==> src/rtl/seq_pkg.sv <==
// Shared types and constants for the program sequencer: FSM states, per-program start
// addresses and the core's halt address.
package seq_pkg;

  typedef enum logic [1:0] {IDLE, LAUNCH, RUN, DONE} seq_state_t;

  localparam logic [15:0] PROG_START [0:7] = '{
    16'h0000, 16'h0040, 16'h0080, 16'h00C0,
    16'h0100, 16'h0140, 16'h0180, 16'h01C0
  };

  localparam logic [15:0] HALT_PC = 16'hFFFF;

endpackage

==> src/rtl/sat_counter.sv <==
// Up-counter with synchronous clear and enable that sticks at all-ones instead of wrapping.
module sat_counter #(
  parameter int unsigned Width = 16
) (
  input  logic             clk_i,
  input  logic             reset_i,
  input  logic             clr_i,
  input  logic             en_i,
  output logic [Width-1:0] count_o
);

  logic [Width-1:0] count_q, count_d;

  always_comb begin
    count_d = count_q;
    if (clr_i) begin
      count_d = '0;
    end else if (en_i && (count_q != '1)) begin
      count_d = count_q + 1'b1;
    end
  end

  always_ff @(posedge clk_i) begin
    if (reset_i) begin
      count_q <= '0;
    end else begin
      count_q <= count_d;
    end
  end

  assign count_o = count_q;

endmodule

==> src/rtl/prog_sequencer.sv <==
// Launches a batch of programs on the core one bench request at a time: holds the core in
// init, releases it, waits for halt or timeout and reports a per-program run-cycle count.
module prog_sequencer
  import seq_pkg::*;
#(
  parameter int unsigned A           = 16,
  parameter int unsigned NPROG       = 3,
  parameter int unsigned INIT_CYCLES = 2,
  parameter int unsigned TIMEOUT     = 16'hFFFF
) (
  input  logic         clk,
  input  logic         reset,
  input  logic         req,
  input  logic         core_halt,
  output logic         core_init,
  output logic [A-1:0] start_pc,
  output logic [2:0]   prog_idx,
  output logic         ack,
  output logic         busy,
  output logic [15:0]  cycle_count,
  output logic         timeout
);

  localparam int unsigned InitW = (INIT_CYCLES > 7) ? $clog2(INIT_CYCLES) : 3;

  seq_state_t       state_q, state_d;
  logic [InitW-1:0] init_cnt_q, init_cnt_d;
  logic             req_q;
  logic             core_init_q, core_init_d;
  logic [A-1:0]     start_pc_q, start_pc_d;
  logic [2:0]       prog_idx_q, prog_idx_d;
  logic [2:0]       next_idx;
  logic             ack_q, ack_d;
  logic             busy_q, busy_d;
  logic             timeout_q, timeout_d;
  logic             cnt_clr, cnt_en;
  logic             req_rise;

  assign req_rise = req & ~req_q;
  assign next_idx = (prog_idx_q == 3'(NPROG - 1)) ? 3'd0 : prog_idx_q + 3'd1;

  always_comb begin
    state_d     = state_q;
    init_cnt_d  = init_cnt_q;
    core_init_d = core_init_q;
    start_pc_d  = start_pc_q;
    prog_idx_d  = prog_idx_q;
    ack_d       = ack_q;
    busy_d      = busy_q;
    timeout_d   = timeout_q;
    cnt_clr     = 1'b0;
    cnt_en      = 1'b0;

    unique case (state_q)
      IDLE: begin
        if (req_rise) begin
          state_d     = LAUNCH;
          start_pc_d  = A'(PROG_START[prog_idx_q]);
          init_cnt_d  = '0;
          core_init_d = 1'b1;
          busy_d      = 1'b1;
          timeout_d   = 1'b0;
          cnt_clr     = 1'b1;
        end
      end
      LAUNCH: begin
        // Halt is not looked at here: the PC may still read all-ones until init takes hold.
        if (init_cnt_q == InitW'(INIT_CYCLES - 1)) begin
          state_d     = RUN;
          core_init_d = 1'b0;
        end else begin
          init_cnt_d = init_cnt_q + 1'b1;
        end
      end
      RUN: begin
        cnt_en = 1'b1;
        if (core_halt) begin
          state_d = DONE;
          ack_d   = 1'b1;
          busy_d  = 1'b0;
        end else if (cycle_count == 16'(TIMEOUT - 1)) begin
          state_d   = DONE;
          ack_d     = 1'b1;
          busy_d    = 1'b0;
          timeout_d = 1'b1;
        end
      end
      DONE: begin
        if (req_rise) begin
          state_d     = LAUNCH;
          ack_d       = 1'b0;
          prog_idx_d  = next_idx;
          start_pc_d  = A'(PROG_START[next_idx]);
          init_cnt_d  = '0;
          core_init_d = 1'b1;
          busy_d      = 1'b1;
          timeout_d   = 1'b0;
          cnt_clr     = 1'b1;
        end
      end
      default: state_d = IDLE;
    endcase
  end

  always_ff @(posedge clk) begin
    if (reset) begin
      state_q     <= IDLE;
      init_cnt_q  <= '0;
      req_q       <= 1'b0;
      core_init_q <= 1'b0;
      start_pc_q  <= A'(PROG_START[0]);
      prog_idx_q  <= 3'd0;
      ack_q       <= 1'b0;
      busy_q      <= 1'b0;
      timeout_q   <= 1'b0;
    end else begin
      state_q     <= state_d;
      init_cnt_q  <= init_cnt_d;
      req_q       <= req;
      core_init_q <= core_init_d;
      start_pc_q  <= start_pc_d;
      prog_idx_q  <= prog_idx_d;
      ack_q       <= ack_d;
      busy_q      <= busy_d;
      timeout_q   <= timeout_d;
    end
  end

  sat_counter #(
    .Width (16)
  ) u_cycle_cnt (
    .clk_i   (clk),
    .reset_i (reset),
    .clr_i   (cnt_clr),
    .en_i    (cnt_en),
    .count_o (cycle_count)
  );

  assign core_init = core_init_q;
  assign start_pc  = start_pc_q;
  assign prog_idx  = prog_idx_q;
  assign ack       = ack_q;
  assign busy      = busy_q;
  assign timeout   = timeout_q;

endmodule

==> config.mk <==
export PLATFORM = sky130hd
export DESIGN_NAME = prog_sequencer
export DESIGN_NICKNAME = d
export VERILOG_FILES = /design/src/rtl/seq_pkg.sv /design/src/rtl/sat_counter.sv /design/src/rtl/prog_sequencer.sv
export SDC_FILE = /design/constraint.sdc
export NUM_CORES = 1
export LEC_CHECK = 0
export ABC_AREA = 1
export CAP_MARGIN = 20
export CORE_MARGIN = 3
export CORE_UTILIZATION = 50
export DETAILED_ROUTE_END_ITERATION = 10
export PLACE_DENSITY_LB_ADDON = 0.15
export SLEW_MARGIN = 20
export SYNTH_ARGS = -nofsm -noshare
export SYNTH_HDL_FRONTEND = slang
export SYNTH_SLANG_ARGS = --single-unit
==> constraint.sdc <==
create_clock -name clk -period 1.72 [get_ports clk]
set_input_delay 0.258 -clock clk [delete_from_list [all_inputs] [get_ports clk]]
set_output_delay 0.258 -clock clk [all_outputs]
set_load 0.01 [all_outputs]
==> impl_results.md, run 1 <==
- Final setup viols: 0
- Core area: about 3400 um^2
- Clock sink count: 32
- Fraction of the mapped netlist area in adder cells: 0.05472
- DP Area: 2142 um^2
- WS Path Type: flop to output pin
- Leak pwr: 0.8766 nW
- Routed Antenna Nets: 0
- # rows: 21
- Max_cap viols: 0
- H-tree Lvls: 2
- Peak supply drop: 0.6068 mV
- Final period util: 0.9040
- Fmax: around 640 MHz
- Initial Util: 0.5314
- Routability Congestion: 0.8533
- Tmin final: 1.555 ns
- Top delay family on crit path: buffers and inverters
- Root Driver: clkbuf_8
- Final Routed Wirelength: 3641 um
- WL/cell: 10.52 um
- Outcome: complete, no violations
- Worst slack at placement: 0.09386 ns
- Largest net degree at the start of global routing: 25
- Nets: 314
- Ratio of cells with drive above 1 in the final layout: 0.1200
- Starting DRT DRC Count: between 70 and 80
- Worst Setup End Kind: output pin
- Reg-to-Reg Start: state_q[0]$_SDFFE_PP0P_
- Dpl hpwl: 2706 um
- Die area: 4420 um^2
- Initial antenna violation count: 0
- CP cell instances: clkdlybuf4s50_1
- Worst setup startpoint: u_cycle_cnt.count_o[5]$_SDFFE_PP0P_
- Vias per inst: ~4.8
- Yosys reg bits: 32
- CP bufs+invs: 1
- Slew Limit Fails: 0
- Maximum buffer depth of the clock tree: 2
- RSZ-0062 raised after global routing: no
- First-pass GRT wire length: 6368 um
- Routed via count: 1,659
- Synth-to-layout area growth: 22.50%
- Worst EP arrival: 1.30 ns
- Sequential area share after synthesis: 0.3502
- CP required: 1.46 ns
- Post-synthesis mux area share: 0
- Worst-path fanout max: 7
- Worst Hold Class: flop to flop
- Die width: approximately 66 um
- Clock Pin Slew Worst Setup and Hold Paths: 0.06 ns
- Compound-cell area share of the yosys netlist: 0.1430
- Clock skew: slightly above 0.008 ns
- Xor and xnor area share after synthesis: 0.009576
- Vias in the first global route: 1,499
- Synthesized area per cell: 6.955 um^2
- Final WS setup: 0.1651 ns
- Fillers: 317
- Slowest CP cell: clkdlybuf4s50_1
- Hold Slack: 0.4590 ns
- Gate Count Post-Synth: 263
- CTS tree: done
- Initial DRT Pass Iterations: 4
- Tot Pwr: 0.002461 W
- GRT Total Usage: 0.1848
- Simple-Gate Fraction of Synth Area: 0.3064
- I/O pin count: 43
- Yosys cell types: 30
- Antenna fix cells: 0
- PortBufs: 29
- PD cells: between 1000 and 1500 nW/um^2
- Hold Buf Count CTS: 0
- Post-layout instance area: 2241 um^2
- DR DRC count: 0
- Setup TNS: 0 ns
- Mapped Area: around 1800 um^2
- CTS Buf Count: 5
- Startpoint types: flop
- Clock latency on the worst-skew pair: about 0.28 ns
- Critical Path Max Stage Delay: 0.58 ns
- Final hold viol count: 0
- Hold Crit Start: ack$_SDFFE_PP0P_
- Die span in y: 66.49 um
- Largest family of logic cells by synthesized area: simple AND/OR/NAND/NOR gates
- Synth warn: 0
- Total grt overflow: 0
power by group:
part	internal (W)	switching [W]	total, W
combinational	0.000400	0.000626	0.00103
sequential	0.000854	0.0000754	0.000930
clock	0.000260	0.000245	0.000505
stage by stage:
step | util | cells
4_1_cts | 0.6423 | 345
6_report | 0.6510 | 346
5_1_grt | 0.6510 | 346
3_3_place_gp | 0.6223 | 340
3_5_place_dp | 0.6223 | 340
2_1_floorplan | - | 275
registers in the layout (all words and copies together) (netlist names):
signal,flops
u_cycle_cnt.count_o,16
init_cnt_q,3
prog_idx,3
start_pc,3
state_q,2
ack,1
busy,1
core_init,1
req_q,1
timeout,1
logic make-up (layout without fill, tap and decap cells):
logic type | after synthesis | after routing
compound gates | 48 | 48
xor+xnor | 2 | 2
fa+ha+maj | 8 | 8
buf+inv | 47 | 72
flops | 32 | 32
other cells | 1 | 13
simple gates | 125 | 125
worst paths after layout:
path,endpoint,cells after the start,slack (ns)
setup / recovery,cycle_count[5],1,0.17
hold / removal,ack$_SDFFE_PP0P_,2,0.46
setup reg to reg,init_cnt_q[2]$_SDFFE_PP0P_,9,0.18
hold reg to reg,ack$_SDFFE_PP0P_,2,0.46
cells in the mapped netlist:
cell type,count,area (um^2)
conb_1,1,3.750
a21boi_0,1,7.510
clkinv_1,1,3.750
nor2_1,23,86.33
nand3_1,15,75.07
xnor2_1,1,8.760
nor2_2,6,37.54
nor3_1,1,5.000
buf_2,1,5.000
buf_6,2,22.52
nand3_2,1,10.01
a211oi_1,1,7.510
inv_1,26,97.59
dfxtp_1,32,640.6
o21ai_4,1,16.27
nand2_4,2,22.52
inv_2,3,11.26
buf_4,14,105.1
ha_1,8,100.1
o21bai_1,1,7.510
nor2_4,1,11.26
nand2_2,5,31.28
nand3b_1,2,15.01
a21oi_1,28,140.1
xor2_1,1,8.760
nand2_1,66,247.7
o21ai_1,2,10.01
a31oi_1,2,12.51
o21ai_0,12,60.06
nand4_1,3,18.77
timing repair:
action,CTS,global route
gates resized for setup,0,7
setup buffers,0,0
endpoints found under the setup margin,0,15
placed cells by master, fill, tap and decap left out, drive strengths merged, types with 3 or more instances in the layout:
master / netlist / final
a21oi: 28 / 28
buf: 17 / 7
clkbuf: 0 / 5
clkdlybuf4s50: 0 / 29
conb: 1 / 13
dfxtp: 32 / 32
ha: 8 / 8
inv: 29 / 28
nand2: 73 / 73
nand3: 16 / 16
nand4: 3 / 3
nor2: 30 / 30
o21ai: 15 / 15
worst reg2reg max path: cells and delay by family (launching register included):
family	cells	cell delay (ns)
AO/OA/AOI/OAI	2	0.11
adder cells (fa/ha/maj)	1	0.33
buffers and inverters	3	0.35
flip-flops	1	0.32
AND/OR/NAND/NOR	3	0.32
metal layers:
metal	share of wire	GRT usage	vias to the layer above
li1	-	-	892
met1	0.49	0.2417	714
met2	0.44	0.2937	48
met3	0.061	0.04216	5
met4	0.012	0.07107	0
met5	0	0	-
area by class of cell:
class / instances / area (um^2) / share of cell area
multi-input cells: 196 / 1005 / 0.4484
flip-flops and latches: 32 / 643.1 / 0.2870
repair buffers: 36 / 342.8 / 0.1530
inverters: 30 / 116.4 / 0.05193
clock buffers: 5 / 68.82 / 0.03071
well taps: 46 / 57.56 / 0.02568
repair inverters: 1 / 7.507 / 0.003350
Power figures use the tool's default switching activity.
==> run 2: changes to the inputs <==
--- a/config.mk
+++ b/config.mk
@@ -14,4 +14,5 @@
 export SLEW_MARGIN = 20
 export SYNTH_ARGS = -nofsm -noshare
 export SYNTH_HDL_FRONTEND = slang
+export SYNTH_HIERARCHICAL = 1
 export SYNTH_SLANG_ARGS = --single-unit
==> impl_results.md, run 2 <==
- CP cell instances: clkdlybuf4s50_1
- Final period util: 0.9122 (+0.008224)
- First-pass GRT wire length: 7003 um (+10%)
- Ratio of cells with drive above 1 in the final layout: 0.1246 (+0.004638)
- Die width: 68.56 um (+3.1%)
- Hold Slack: 0.4629 ns (+0.003914 ns)
- Peak supply drop: 0.6620 mV (+9.1%)
- Most numerous cell in the Yosys netlist: nand2_1
- Startpoint types: flop
- Synth-to-layout area growth: 25.00%
- Worst-path fanout max: 7 (unchanged)
- Dominant cell type by area after synthesis: dfxtp_1
- Final setup viols: 0 (unchanged)
- Final Routed Wirelength: 4211 um (+16%)
- Storage element area: 640.6 um^2 (-0.39%)
- Vias per inst: 4.768 (-0.55%)
- Gate Count Post-Synth: 300 (+14%)
- Die area: 4700 um^2 (+6.3%)
- Synth top area cells: dfxtp_1, nand2_1, nor2_1
- Critical Path Max Stage Delay: 0.58 ns (about the same)
- Outcome: complete, no violations
- Nets: 355 (+13%)
- Initial DRT Pass Iterations: 6 (+2)
- Most frequent cells after synthesis: nand2_1, nor2_1, dfxtp_1
- CTS tree: done
- Post-layout instance area: 2446 um^2 (+9.2%)
- Antenna fix cells: 0 (unchanged)
- Clock skew: 0.005938 ns (-0.002346 ns)
- Flop pwr share: 0.342 (-0.036)
- EDFF count, synth: 0 (unchanged)
- Yosys cell types: 30 (unchanged)
- Initial Util: 0.5266 (-0.004844)
- CP required: 1.46 ns (about the same)
- Combinational share of power: 0.389 (-0.028)
- Vias in the first global route: 1,624 (+8.3%)
- # rows: 22 (+4.8%)
- Starting DRT DRC Count: 138 (+92%)
- H-tree Lvls: 2 (unchanged)
- PD cells: 1082 nW/um^2 (-1.5%)
- Final WS setup: 0.1510 ns (-0.01415 ns)
- Final hold viol count: 0 (unchanged)
- GRT Total Usage: 0.1981 (+0.01329)
- Multi-input logic area: 1126 um^2 (+12%)
- Most common cell after layout, fill and taps aside: nand2_1
- Synthesized area per cell: 6.523 um^2 (-6.2%)
- Pint: 0.001736 W (+15%)
- Hold Buf Count CTS: 0 (unchanged)
- PortBufs: 29 (unchanged)
- Most frequent cells in the layout: nand2_1, nor2_1, dfxtp_1
- Yosys reg bits: 32 (unchanged)
- Fmax: 637.3 MHz (-0.90%)
- Routed via count: 1,874 (+13%)
- CTS Buf Count: 5 (unchanged)
- Async set-reset flop share out of synthesis: 0 (unchanged)
- Total grt overflow: 0 (unchanged)
- Maximum buffer depth of the clock tree: 2 (unchanged)
- Mapped Area: 1957 um^2 (+7.0%)
- Largest net degree at the start of global routing: 17 (-32%)
- Worst Setup End Kind: output pin
- CP bufs+invs: 1 (unchanged)
- Max_cap viols: 0 (unchanged)
- Routability Congestion: 0.8266 (-3.1%)
- Dpl hpwl: 3087 um (+14%)
- Core area: 3716 um^2 (+8.0%)
- Switching fraction of total power: 0.3440 (-0.04065)
- Routed Antenna Nets: 0 (unchanged)
- DR DRC count: 0 (unchanged)
- Initial antenna violation count: 0 (unchanged)
- Root Driver: clkbuf_8
- Top delay family on crit path: buffers and inverters
- Synth warn: 6 (+6)
- Slowest CP cell: clkdlybuf4s50_1
- RSZ-0062 raised after global routing: no
- P_sw: 0.0009105 W (-3.8%)
- Leak pwr: 0.9789 nW (+12%)
- Slew Limit Fails: 0 (unchanged)
- WS Path Type: flop to output pin
- Die span in y: 68.56 um (+3.1%)
- Fillers: 361 (+14%)
- DP Area: 2317 um^2 (+8.2%)
- Sequential area share after synthesis: 0.3274 (-0.02284)
- Max reg flops: 16 (unchanged)
- Clock sink count: 32 (unchanged)
- Clock Pin Slew Worst Setup and Hold Paths: 0.07 ns (about the same)
- Worst Hold Class: flop to flop
- WL/cell: 10.72 um (+1.8%)
- I/O pin count: 43 (unchanged)
- Clock latency on the worst-skew pair: 0.28 ns (about the same)
- Post-synth top flop: dfxtp_1
- Clock network power share: 0.269 (+0.064)
- Worst EP arrival: 1.31 ns (about the same)
- Setup TNS: 0 ns (unchanged)
- Worst slack at placement: -0.3697 ns (-0.4635 ns)
- Area share of the largest cell type after synthesis: 0.3274 (-0.02284)
- Tmin final: 1.569 ns (+0.01415 ns)
run 2: cell types whose count changed in the layout (fill, tap and decap cells not counted), sizes merged, moves of 4 or more:
cell,previous run,this run
nor2,30,62
a21oi,28,18
nand2,73,83
inv,28,35
buf,7,12
nand3,16,20
run 2: layout make-up:
class                      instances  area share
clock buffer                       6     0.02967
clock inverter                     2     0.01432
inverter                          35     0.05371
multi-input combinational        229      0.4604
sequential                        32      0.2619
tap                               48     0.02455
timing repair buffer              41      0.1555
run 2: path summary, 6_finish.rpt:
| check | start | to | slack (ns) | depth (start not counted) |
|---|---|---|---|---|
| hold reg to reg | ack$_SDFFE_PP0P_ | ack$_SDFFE_PP0P_ | 0.46 | 2 |
| setup reg to reg | state_q[0]$_SDFFE_PP0P_ | u_cycle_cnt/count_o[15]$_SDFFE_PP0P_ | 0.15 | 11 |
| setup / recovery | prog_idx[1]$_SDFFE_PP0P_ | prog_idx[1] | 0.15 | 1 |
| hold / removal | ack$_SDFFE_PP0P_ | ack$_SDFFE_PP0P_ | 0.46 | 2 |
run 2: cells by family after synthesis:
logic type / after synthesis / share of synthesized area
buffers and inverters: 51 / 0.1311
and+or+nand+nor: 170 / 0.3747
AOI/OAI and AO/OA: 37 / 0.1113
adders and majority gates: 7 / 0.04475
DFF: 32 / 0.3274
other: 1 / 0.001916
xor gates and xnor gates: 2 / 0.008953
run 2: per-layer routing:
metal	vias up	part of all wire	GRT usage
met5	-	0	0
met4	0	0.015	0.08189
met3	7	0.052	0.03566
met2	53	0.43	0.3015
met1	811	0.50	0.2735
li1	1003	-	-
run 2: timing repair:
action / in CTS / in global routing
buffers inserted: 0 / 0
gates cloned: 0 / 0
resized for setup: 1 / 5
endpoints found under the setup margin: 16 / 12
run 2: power by group through the flow:
stage | Sequential [W] | Clock (W) | Combinational (W)
floorplan | 0.000955 | 0 | 0.000627
global placement | 0.000920 | 0 | 0.000994
detailed placement | 0.000922 | 0 | 0.00101
CTS | 0.000906 | 0.000732 | 0.00102
global route | 0.000918 | 0.000761 | 0.00117
finish | 0.000905 | 0.000713 | 0.00103
run 2: per-stage QoR:
step	util	cells	total power, W
after floorplan	-	312	0.001582
after global placement	0.6236	385	0.001915
after detailed placement	0.6236	385	0.001930
after CTS	0.6532	393	0.002657
after global routing	0.6582	393	0.002851
final	0.6582	393	0.002647
==> run 3: changes to the inputs <==
--- a/config.mk
+++ b/config.mk
@@ -5,7 +5,6 @@
 export SDC_FILE = /design/constraint.sdc
 export NUM_CORES = 1
 export LEC_CHECK = 0
-export ABC_AREA = 1
 export CAP_MARGIN = 20
 export CORE_MARGIN = 3
 export CORE_UTILIZATION = 50
==> impl_results.md, run 3 <==
- Outcome: complete, no violations
- Most numerous cell in the Yosys netlist: dfxtp_1
- Total grt overflow: 0 (unchanged)
- Post-route non-filler standard cell count: 339 (-14%)
- Slew Limit Fails: 0 (unchanged)
- EDFF count, synth: 0 (unchanged)
- Number of placed instances, taps included: 331 (-14%)
- Async set-reset flop share out of synthesis: 0 (unchanged)
- Most frequent cells after synthesis: dfxtp_1, nand2_1, o21ai_0
- Peak supply drop: 0.6476 mV (-2.2%)
- Antenna fix cells: 0 (unchanged)
- I/O pin count: 43 (unchanged)
- Routed Antenna Nets: 0 (unchanged)
- Fmax: 616.7 MHz (-3.2%)
- Nets: 301 (-15%)
- Yosys reg bits: 32 (unchanged)
- Initial Util: 0.5249 (-0.001684)
- Simple-Gate Fraction of Synth Area: 0.2758 (-0.09886)
- Maximum buffer depth of the clock tree: 2 (unchanged)
- Worst Setup End Kind: output pin
- Clock sink count: 32 (unchanged)
- Die span in y: 68.46 um (-0.15%)
- Leak pwr: 1.018 nW (+4.0%)
- Final setup viols: 0 (unchanged)
- PD cells: 939.3 nW/um^2 (-13%)
- PortBufs: 29 (unchanged)
- Dpl hpwl: 3283 um (+6.3%)
- Die width: 68.46 um (-0.15%)
- Starting DRT DRC Count: 80 (-42%)
- Fraction of the mapped netlist area in adder cells: 0.04490 (+0.0001435)
- Worst Hold Class: flop to flop
- Tmin final: 1.621 ns (+0.05238 ns)
- Routability Congestion: 0.8149 (-1.4%)
- Sequential area share after synthesis: 0.3284 (+0.001050)
- Vias in the first global route: 1,539 (-5.2%)
- # rows: 22 (unchanged)
- Initial antenna violation count: 0 (unchanged)
- Ratio of cells with drive above 1 in the final layout: 0.2440 (+0.1193)
- Vias per inst: 5.360 (+12%)
- Clock skew: 0.003899 ns (-0.002039 ns)
- Max_cap viols: 0 (unchanged)
- Xor and xnor area share after synthesis: 0.004490 (-0.004461)
- Area share of the largest cell type after synthesis: 0.3284 (+0.001050)
- Clock Pin Slew Worst Setup and Hold Paths: 0.06 ns (about the same)
- CTS tree: done
- Post-synthesis mux area share: 0.03656 (+0.03656)
- CP required: 1.46 ns (about the same)
- Largest net degree at the start of global routing: 13 (-4)
- First-pass GRT wire length: 7162 um (+2.3%)
- Dominant cell type by area after synthesis: dfxtp_1
- Synthesized area per cell: 8.444 um^2 (+29%)
- DR DRC count: 0 (unchanged)
- Max reg flops: 16 (unchanged)
- Root Driver: clkbuf_8
- Slowest CP cell: clkdlybuf4s50_1
- Critical Path Max Stage Delay: 0.53 ns (-0.05 ns)
- Startpoint types: flop
- Setup bufs post-CTS: 0 (unchanged)
- Gate Count Post-Synth: 231 (-23%)
- Most common cell after layout, fill and taps aside: buf_4
- Final hold viol count: 0 (unchanged)
- Worst EP arrival: 1.36 ns (+0.05 ns)
- GRT Total Usage: 0.2068 (+0.008714)
- H-tree Lvls: 2 (unchanged)
- Synth-to-layout area growth: 32.58%
- Clock latency on the worst-skew pair: 0.29 ns (about the same)
- Worst-path fanout max: 4 (-3)
- RSZ-0062 raised after global routing: no
- WL/cell: 13.05 um (+22%)
- CTS Buf Count: 5 (unchanged)
- CP cell instances: buf_4 > clkdlybuf4s50_1
- Largest family of logic cells by synthesized area: simple AND/OR/NAND/NOR gates
- Routed via count: 1,817 (-3.0%)
- Die area: 4687 um^2 (-0.29%)
- Most frequent cells in the layout: buf_4, clkdlybuf4s50_1, dfxtp_1
- Yosys cell types: 53 (+77%)
- Core area: 3716 um^2 (unchanged)
- Synth top area cells: dfxtp_1, buf_4, ha_1
- Synth warn: 6 (unchanged)
- Final period util: 0.9427 (+0.03045)
- Post-layout instance area: 2586 um^2 (+5.7%)
- DP Area: 2450 um^2 (+5.7%)
- Tot Pwr: 0.002429 W (-8.2%)
- Mapped Area: 1951 um^2 (-0.32%)
- Post-synth top flop: dfxtp_1
- Initial DRT Pass Iterations: 5 (-1)
- Compound-cell area share of the yosys netlist: 0.2072 (+0.09593)
- WS Path Type: flop to output pin
- Final Routed Wirelength: 4424 um (+5.1%)
-- run 3: kinds of logic after synthesis --
logic type / Yosys count
AND/OR/NAND/NOR: 89
AO/OA/AOI/OAI: 61
buffers and inverters: 33
flip-flops: 32
adder cells (fa/ha/maj): 7
multiplexers: 7
other: 1
XOR/XNOR: 1
-- run 3: metrics by stage --
step	utilization	hold WS (ns)	setup slack, ns	TNS (ns)
after detailed placement	0.6593	0.4695	-0.1668	-0.9659
after global routing	0.6960	0.4992	0.003919	0
after CTS	0.6896	0.4782	0.003788	0
after global placement	0.6593	0.4630	-0.1548	-0.7088
final	0.6960	0.4734	0.09859	0
after floorplan	-	0.3862	0.01428	0
-- run 3: per-layer routing --
layer / GRT usage / vias up / wire length (um)
li1: - / 945 / -
met1: 0.2878 / 826 / 2230
met2: 0.3087 / 41 / 1954
met3: 0.04762 / 5 / 172
met4: 0.07444 / 0 / 66
met5: 0 / - / 0
-- run 3: worst paths after layout --
kind / start / endpoint / slack, ns / cells after the start
worst max-delay path: u_cycle_cnt/count_o[1]$_SDFFE_PP0P_ / cycle_count[1] / 0.1 / 2
worst min-delay path: init_cnt_q[1]$_SDFFE_PP0P_ / init_cnt_q[1]$_SDFFE_PP0P_ / 0.47 / 2
worst max register to register: state_q[0]$_SDFFE_PP0P_ / u_cycle_cnt/count_o[13]$_SDFFE_PP0P_ / 0.11 / 7
worst min register to register: init_cnt_q[1]$_SDFFE_PP0P_ / init_cnt_q[1]$_SDFFE_PP0P_ / 0.47 / 2
-- run 3: area by class of cell --
type	instances	area, um^2
clock buffer	8	90.09
multi-input combinational	178	1212
fill	332	1130
sequential	32	648.1
inverter	12	45.04
tap	48	60.06
timing repair buffer	61	530.5
-- run 3: critical path, delay by kind of cell, from the launching register on --
family | cells | cell delay, ns
buffers and inverters | 2 | 0.68
DFF | 1 | 0.39
-- run 3: power by group --
group / total, W / switching (W) / internal, W / leakage, nW
Sequential: 0.000891 / 0.0000642 / 0.000827 / 0.262
Combinational: 0.000937 / 0.000492 / 0.000445 / 0.710
Clock: 0.000602 / 0.000276 / 0.000326 / 0.0455
Total: 0.00243 / 0.000832 / 0.00160 / 1.02
-- run 3: what timing repair did --
item / CTS / global route
resized for setup: 5 / 11
pin swaps: 0 / 4
hold buffers: 0 / 0
setup endpoints to repair: 8 / 10
endpoints found under the hold margin: 0 / 0
